File: config.mk
export PLATFORM = sky130hd
export DESIGN_NAME = wb_stage
export DESIGN_NICKNAME = d
export VERILOG_FILES = /design/src/rtl/wb_stage_pkg.sv /design/src/rtl/wb_stage_ld_ext.sv /design/src/rtl/wb_stage.sv
export SDC_FILE = /design/constraint.sdc
export NUM_CORES = 1
export LEC_CHECK = 0
export CAP_MARGIN = 20
export CORE_MARGIN = 4
export CORE_UTILIZATION = 45
export CTS_BUF_LIST = sky130_fd_sc_hd__clkbuf_8 sky130_fd_sc_hd__clkbuf_16
export CTS_CLUSTER_SIZE = 14
export DETAILED_ROUTE_END_ITERATION = 7
export PLACE_DENSITY = 0.83
export RECOVER_POWER = 100
export SLEW_MARGIN = 10
export SYNTH_ARGS = -nofsm -noshare
export SYNTH_HDL_FRONTEND = slang
export SYNTH_SLANG_ARGS = --single-unit
File: constraint.sdc
create_clock -name clk -period 3.7 [get_ports clk]
set_clock_uncertainty 0.05 [all_clocks]
set_input_delay 0.74 -clock clk [delete_from_list [all_inputs] [get_ports clk]]
set_output_delay 0.74 -clock clk [all_outputs]
set_load 0.05 [all_outputs]
File: src/rtl/wb_stage_pkg.sv
// Shared encodings and the W pipeline register layout for the writeback stage.
package wb_stage_pkg;

  localparam logic [2:0] LD_LW  = 3'd0;
  localparam logic [2:0] LD_LBU = 3'd1;
  localparam logic [2:0] LD_LB  = 3'd2;
  localparam logic [2:0] LD_LHU = 3'd3;
  localparam logic [2:0] LD_LH  = 3'd4;

  localparam logic [1:0] WB_ALU  = 2'd0;
  localparam logic [1:0] WB_LOAD = 2'd1;
  localparam logic [1:0] WB_PC8  = 2'd2;
  localparam logic [1:0] WB_AUX  = 2'd3;

  typedef struct packed {
    logic        valid;
    logic [31:0] pc;
    logic [31:0] alu;
    logic [31:0] dm;
    logic [1:0]  addr;
    logic [4:0]  a3;
    logic        reg_we;
    logic [1:0]  wb_sel;
    logic [31:0] aux;
    logic [2:0]  ld_op;
  } w_reg_t;

endpackage

File: src/rtl/wb_stage_ld_ext.sv
// Load data extraction: picks the addressed byte/half of an aligned word and extends it.
module ld_ext
  import wb_stage_pkg::*;
(
  input  logic [31:0] Word,
  input  logic [1:0]  Addr,
  input  logic [2:0]  LdOp,
  output logic [31:0] Data
);

  logic [7:0]  byte_sel;
  logic [15:0] half_sel;

  always_comb begin
    byte_sel = Word[7:0];
    case (Addr)
      2'd1:    byte_sel = Word[15:8];
      2'd2:    byte_sel = Word[23:16];
      2'd3:    byte_sel = Word[31:24];
      default: byte_sel = Word[7:0];
    endcase
    half_sel = Addr[1] ? Word[31:16] : Word[15:0];

    // Unused opcodes fall through to a plain word load.
    case (LdOp)
      LD_LBU:  Data = {24'b0, byte_sel};
      LD_LB:   Data = {{24{byte_sel[7]}}, byte_sel};
      LD_LHU:  Data = {16'b0, half_sel};
      LD_LH:   Data = {{16{half_sel[15]}}, half_sel};
      default: Data = Word;
    endcase
  end

endmodule

File: src/rtl/wb_stage.sv
// Writeback stage: W pipeline register, GRF write-data mux and retired-instruction counter.
module wb_stage
  import wb_stage_pkg::*;
(
  input  logic        clk,
  input  logic        reset,
  input  logic        flush_M,
  input  logic        valid_M,
  input  logic [31:0] PC_M,
  input  logic [31:0] ALU_M,
  input  logic [31:0] DM_M,
  input  logic [1:0]  Addr_M,
  input  logic [4:0]  A3_M,
  input  logic        RegWE_M,
  input  logic [1:0]  WBSel_M,
  input  logic [31:0] Aux_M,
  input  logic [2:0]  LdOp_M,
  output logic [4:0]  GRF_A3,
  output logic [31:0] GRF_WD,
  output logic        GRF_WE,
  output logic [31:0] PC_W,
  output logic        AlignErr_W,
  output logic [31:0] Retired
);

  w_reg_t      w_q;
  logic [31:0] retired_q;
  logic [31:0] load_data;
  logic        is_half;
  logic        is_word;

  always_ff @(posedge clk or negedge reset) begin
    if (!reset) begin
      w_q <= '0;
    end else begin
      w_q.valid  <= valid_M & ~flush_M;
      w_q.pc     <= PC_M;
      w_q.alu    <= ALU_M;
      w_q.dm     <= DM_M;
      w_q.addr   <= Addr_M;
      w_q.a3     <= A3_M;
      w_q.reg_we <= RegWE_M;
      w_q.wb_sel <= WBSel_M;
      w_q.aux    <= Aux_M;
      w_q.ld_op  <= LdOp_M;
    end
  end

  ld_ext u_ld_ext (
    .Word (w_q.dm),
    .Addr (w_q.addr),
    .LdOp (w_q.ld_op),
    .Data (load_data)
  );

  assign is_half = (w_q.ld_op == LD_LHU) || (w_q.ld_op == LD_LH);
  assign is_word = !is_half && (w_q.ld_op != LD_LBU) && (w_q.ld_op != LD_LB);

  assign AlignErr_W = w_q.valid && (w_q.wb_sel == WB_LOAD) &&
                      ((is_word && (w_q.addr != 2'd0)) || (is_half && w_q.addr[0]));

  assign GRF_WE = w_q.valid && w_q.reg_we && (w_q.a3 != 5'd0) && !AlignErr_W;
  // Bubbles present address 0 so the forwarding comparators never match them.
  assign GRF_A3 = GRF_WE ? w_q.a3 : 5'd0;
  assign PC_W   = w_q.pc;

  always_comb begin
    GRF_WD = w_q.alu;
    case (w_q.wb_sel)
      WB_LOAD: GRF_WD = load_data;
      WB_PC8:  GRF_WD = w_q.pc + 32'd8;
      WB_AUX:  GRF_WD = w_q.aux;
      default: GRF_WD = w_q.alu;
    endcase
  end

  // The W instruction retires on the edge that moves it out of W.
  always_ff @(posedge clk or negedge reset) begin
    if (!reset) begin
      retired_q <= '0;
    end else if (w_q.valid && !AlignErr_W) begin
      retired_q <= retired_q + 32'd1;
    end
  end

  assign Retired = retired_q;

endmodule
# Word-level counts from Yosys, hierarchy flattened
# Index checks and enable logic that the tools add are counted.
[totals]
reg_bits = 174
input_bits = 145
output_inout_bits = 103
[classes]
n_addsub = 2
n_eq_ne = 12
n_mux = 5
bitwise_logic = 2
reduce_logical = 16
[op_table]
columns = ["operator", "n"]
rows = [
  ["one-hot mux 32 bit (4 select lines)", 1],
  ["one-hot mux 32 bit (3 select lines)", 1],
  ["adder 32 x 1 -> 32 bit, second input constant", 1],
  ["adder 32 x 4 -> 32 bit, second input constant", 1],
  ["one-hot mux 8 bit (3 select lines)", 1],
  ["two-way mux 16 bit", 1],
  ["logical AND 1 bit", 10],
  ["equality test 2 bit, second input constant", 4],
  ["equality test 3 x 2 -> 1 bit, second input constant", 2],
  ["two-way mux 5 bit", 1],
  ["nonzero test 5 bit", 1],
  ["equality test 2 x 1 -> 1 bit, second input constant", 2],
  ["equality test 3 x 1 -> 1 bit, second input constant", 1],
  ["equality test 3 bit, second input constant", 1],
  ["inequality test 3 x 1 -> 1 bit, second input constant", 1],
  ["inequality test 3 x 2 -> 1 bit, second input constant", 1],
  ["zero test 1 bit", 2],
  ["logical OR 1 bit", 2],
  ["nonzero test 2 bit", 1],
  ["bitwise AND 1 bit", 1],
  ["NOT 1 bit", 1],
]

# Logic depth before layout (Yosys ltp)
[logic_depth]
depth_word = 11
mapped_depth = 8
ltp_nobuf = 6

# By module
# From an unflattened synthesis, not the netlist that was laid out.
[unflattened]
hier_cells = 613
area_unflattened_um2 = 7686.1
[by_module_without_submodules]
columns = ["mod", "n_inst", "cells_each", "area_per_inst_um2"]
rows = [
  ["wb_stage", 1, 509, 6766.5],
  ["ld_ext", 1, 104, 919.6],
]

# Worst setup path after synthesis
# No wires, ideal clock.
[synth_path]
path_kind = "reg2out"
start = "register w_q (netlist bit PC_W[3])"
end = "output GRF_WD[13]"
arrival_ps = 3046
t_required_ps = 2910
path_slack_ps = -136
stages_incl_launch_ff = 7
n_path_buf = 0
cell_sequence = "dfrtp_1 ha_1 nand4_1 nor3_1 xor2_1 nor2_1 o311ai_0"
[synth_between]
elab_chain_len = 2
[synth_rtl]
columns = ["item", "line_no", "text"]
rows = [
  ["start: declaration", "wb_stage.sv:26", "w_reg_t w_q;"],
  ["adder 32 x 4 -> 32 bit", "wb_stage.sv:71", "WB_PC8: GRF_WD = w_q.pc + 32'd8;"],
  ["one-hot mux 32 bit (3 select lines)", "wb_stage.sv:69", "case (w_q.wb_sel)"],
  ["end: declaration", "wb_stage.sv:19", "output logic [31:0] GRF_WD,"],
]
# No other way between the ends.

# Worst setup path in the final report
[layout_path]
start = "register w_q[35] (netlist bit)"
end = "output GRF_WD[26]"
[layout_between]
elab_chain_len = 2
word_cells_on_any_way = 4
[layout_rtl]
columns = ["item", "line_no"]
rows = [
  ["equality test 2 bit or equality test 2 x 1 -> 1 bit (tied branches)", "wb_stage.sv:69"],
  ["one-hot mux 32 bit (3 select lines) (*)", "wb_stage.sv:69"],
]
# Every way passes the cells marked *; elsewhere a longest branch is shown, timed or not.

==> results_dict.tcl <==
set metrics [dict create \
    avgSynthCellArea_sq_um 11.2 \
    leakage_uw 0.00463 \
    report.final.slew_viol_count 63 \
    start_util 0.460 \
    ir_drop_v 0.000391 \
    grt_pass1_vias 6291 \
    reg2reg_depth 5 \
    port_buffers 247 \
    hold_viol_final 0 \
    grt_max_degree 82 \
    ant_nets 0 \
    required_ns 2.91 \
    hp-start "Retired[31]" \
    seq_power_share 0.435 \
    core_sq_um 16600 \
    fin_util 0.646 \
    nNetsFinal 1047 \
    crit_start "w_q[35]" \
    overflow 0 \
    setup_viol 0 \
    synth.distinct_cells 68 \
    gp_congestion 0.938 \
    drt_iter0_markers 621 \
    pwr-share-comb 0.203 \
    tightestPinTransition_ns 1.58 \
    crit_arrival_ns 2.87 \
    status "finished, violations left" \
    hold_class "reg2reg" \
    layout-drive-gt1-share 0.115 \
    r2r-start "w_q[2]" \
    wirelength_um 23500 \
    cp_max_fo 12 \
    h-tree-depth 4 \
    yosysTopAreaCell "dfrtp_1" \
    clkPwrFrac 0.361 \
    grtUsageTotal 0.241 \
    cts_tree "yes" \
    multi_input_area_sq_um 2810 \
    dr_wl_met3_um 1940 \
    async_reset_ff_frac 1.00 \
    die_w_um 138 \
    route.vias.total 6303 \
    syn_nets 827 \
    clockRootBuffer "clkbuf_16" \
    synth_ff_type "dfrtp_1" \
    finalCritPeriodShare 0.988 \
    violations "capacitance limit, slew limit" \
    clockBufferDepth 2 \
    reg2reg_slack_ns 1.09 \
    start_kind "flop" \
    netSwitchingFraction 0.322 \
    synth_edf_count 0 \
    cts_setup_buffers 0 \
    io-pin-count 248 \
    detail_route.wl_per_cell_um 20.5 \
    whs_ns 0.429 \
    hold_buffers 0 \
    routed.top_layer "met4" \
    numCtsBuffers 17 \
    maxClockFrequency_ghz 0.274 \
    die_h_um 138 \
    slew_headroom -0.0528 \
    p_int_uw 3290 \
    insertion_delay_ns 0.43 \
    ys_seq_area_frac 0.570 \
    post-dp-hpwl_um 17900 \
    drc 0 \
    grt_pass1_wl_um 36000 \
    drt-pass1-iter-count 5 \
    yosys_warnings 0 \
    synth_top_area_frac 0.570 \
    total_power_uw 4850 \
    antenna_found_initial 12 \
    synth_area_sq_um 7630 \
    synth_area_leaders "dfrtp_1 57%, xnor2_1 4.4%, buf_4 3.3%" \
    rows 47 \
    powerDensity_nw_per_um2 453 \
    dieArea_sq_um 19100 \
    cap_violations 1 \
    seq_area_sq_um 4350 \
    drt-met1-wl_um 9150 \
    dp_cells 1100 \
    min_path_cells 1 \
    syn_inst 680 \
    fin_crit_ns 3.66 \
    vias_per_cell 5.50 \
    cp-end-kind "output pin" \
    p_switching_uw 1560 \
    cts_sinks 174 \
    rsz0062_at_grt "false" \
    area_growth_syn_to_layout_pct 40.3 \
    criticalPathCategory "reg2out" \
    clk_pin_slew_worst_paths_ns 0.07 \
    ys_ff_latch 174 \
    nFillCells 1297 \
    stdcell_count 1147 \
    wl_met2_um 11800 \
    setup-tns-final_ns 0 \
]
synth_stat cells (3+ instances only):
master,count
o211ai_1,3
o22ai_1,10
o221a_2,3
dfrtp_1,174
o21bai_1,6
and3_1,13
o311ai_0,4
o32ai_1,3
buf_6,3
nor2b_1,9
xnor2_1,38
a31oi_1,4
nand3_1,26
o221ai_1,6
inv_1,12
and4_1,3
mux2_2,4
mux2i_1,10
o21a_1,3
buf_2,7
xor2_1,20
nand2b_1,7
nand4_1,23
nand2_1,49
a22oi_1,10
o21ai_0,34
a21oi_1,20
nor2_1,47
nor3_1,21
a211oi_1,4
nor4_4,3
a211o_1,3
clkbuf_1,16
buf_4,34
nor3b_1,3
critical path, stage by stage (launching register included):
cell and delay (ns):
dfrtp_1 0.63, nor2b_1 0.62, o21ai_2 0.35, o221a_2 0.37, a21oi_1 0.15, clkbuf_2 0.31
cells by family (layout without fill, tap and decap cells):
logic type,count (synthesis),in the layout,synth area share
fa+ha+maj,3,3,0.00459
mux,15,15,0.0220
compound gates,138,138,0.127
flops,174,174,0.570
simple gates,218,218,0.152
buf+inv,74,307,0.0572
other cells,0,14,0
xor+xnor,58,58,0.0665
through the flow:
step / instance area [sq um] / setup slack (ns)
detailed placement: 10300 / 0.510
CTS: 10900 / 0.0563
floorplan: 7630 / 0.460
finish: 10700 / 0.0447
global route: 10700 / 0.000208
global placement: 10300 / 0.619
sequential cells by signal, summed over array words and instances (netlist names):
register,count
w_q,110
PC_W,32
Retired,32
timing repair:
item / in CTS / in global routing
hold endpoints to repair: 0 / 0
endpoints found under the setup margin: 0 / 2
gates resized for setup: 0 / 1
area by class of cell:
| cell class | instances | area share |
|---|---|---|
| sequential | 174 | 0.406 |
| multi-input combinational | 432 | 0.262 |
| timing repair buffer | 263 | 0.244 |
| clock buffer | 17 | 0.0397 |
| tap | 220 | 0.0257 |
| clock inverter | 15 | 0.0153 |
| inverter | 12 | 0.00420 |
| antenna | 14 | 0.00327 |
power groups by stage:
stage | registers (uW) | logic, uW | clock network (uW)
floorplan | 2210 | 496 | 0
global placement | 2140 | 1070 | 0
detailed placement | 2150 | 1090 | 0
CTS | 2110 | 1090 | 1780
global route | 2130 | 1040 | 1860
finish | 2110 | 987 | 1750
cell usage in the layout (no fill, tap or decap), types with 12 or more instances in the layout:
master         instances
nand3_1               26
xor2_1                20
xnor2_1               37
nor3_1                21
o21ai_0               34
clkbuf_16             17
dlygate4sd3_1        206
dfrtp_1              174
a21oi_1               22
and3_1                13
inv_1                 12
nand2_1               49
nand4_1               23
nor2_1                46
diode_2               14
buf_4                 17
clkbuf_2              16
metal layers:
metal | global-route usage | up-vias
met2 | 0.399 | 308
met5 | 0 | -
li1 | - | 2844
met4 | 0.0884 | 0
met3 | 0.0587 | 50
met1 | 0.309 | 3101
path summary, 6_finish.rpt:
check | to
worst max register to register | Retired[13]
min in group asynchronous | Retired[17]
worst min-delay path | Retired[31]
worst max-delay path | GRF_WD[26]
max in group asynchronous | w_q[102]
worst min register to register | Retired[31]
No activity file was read; power rests on OpenSTA's default activity.
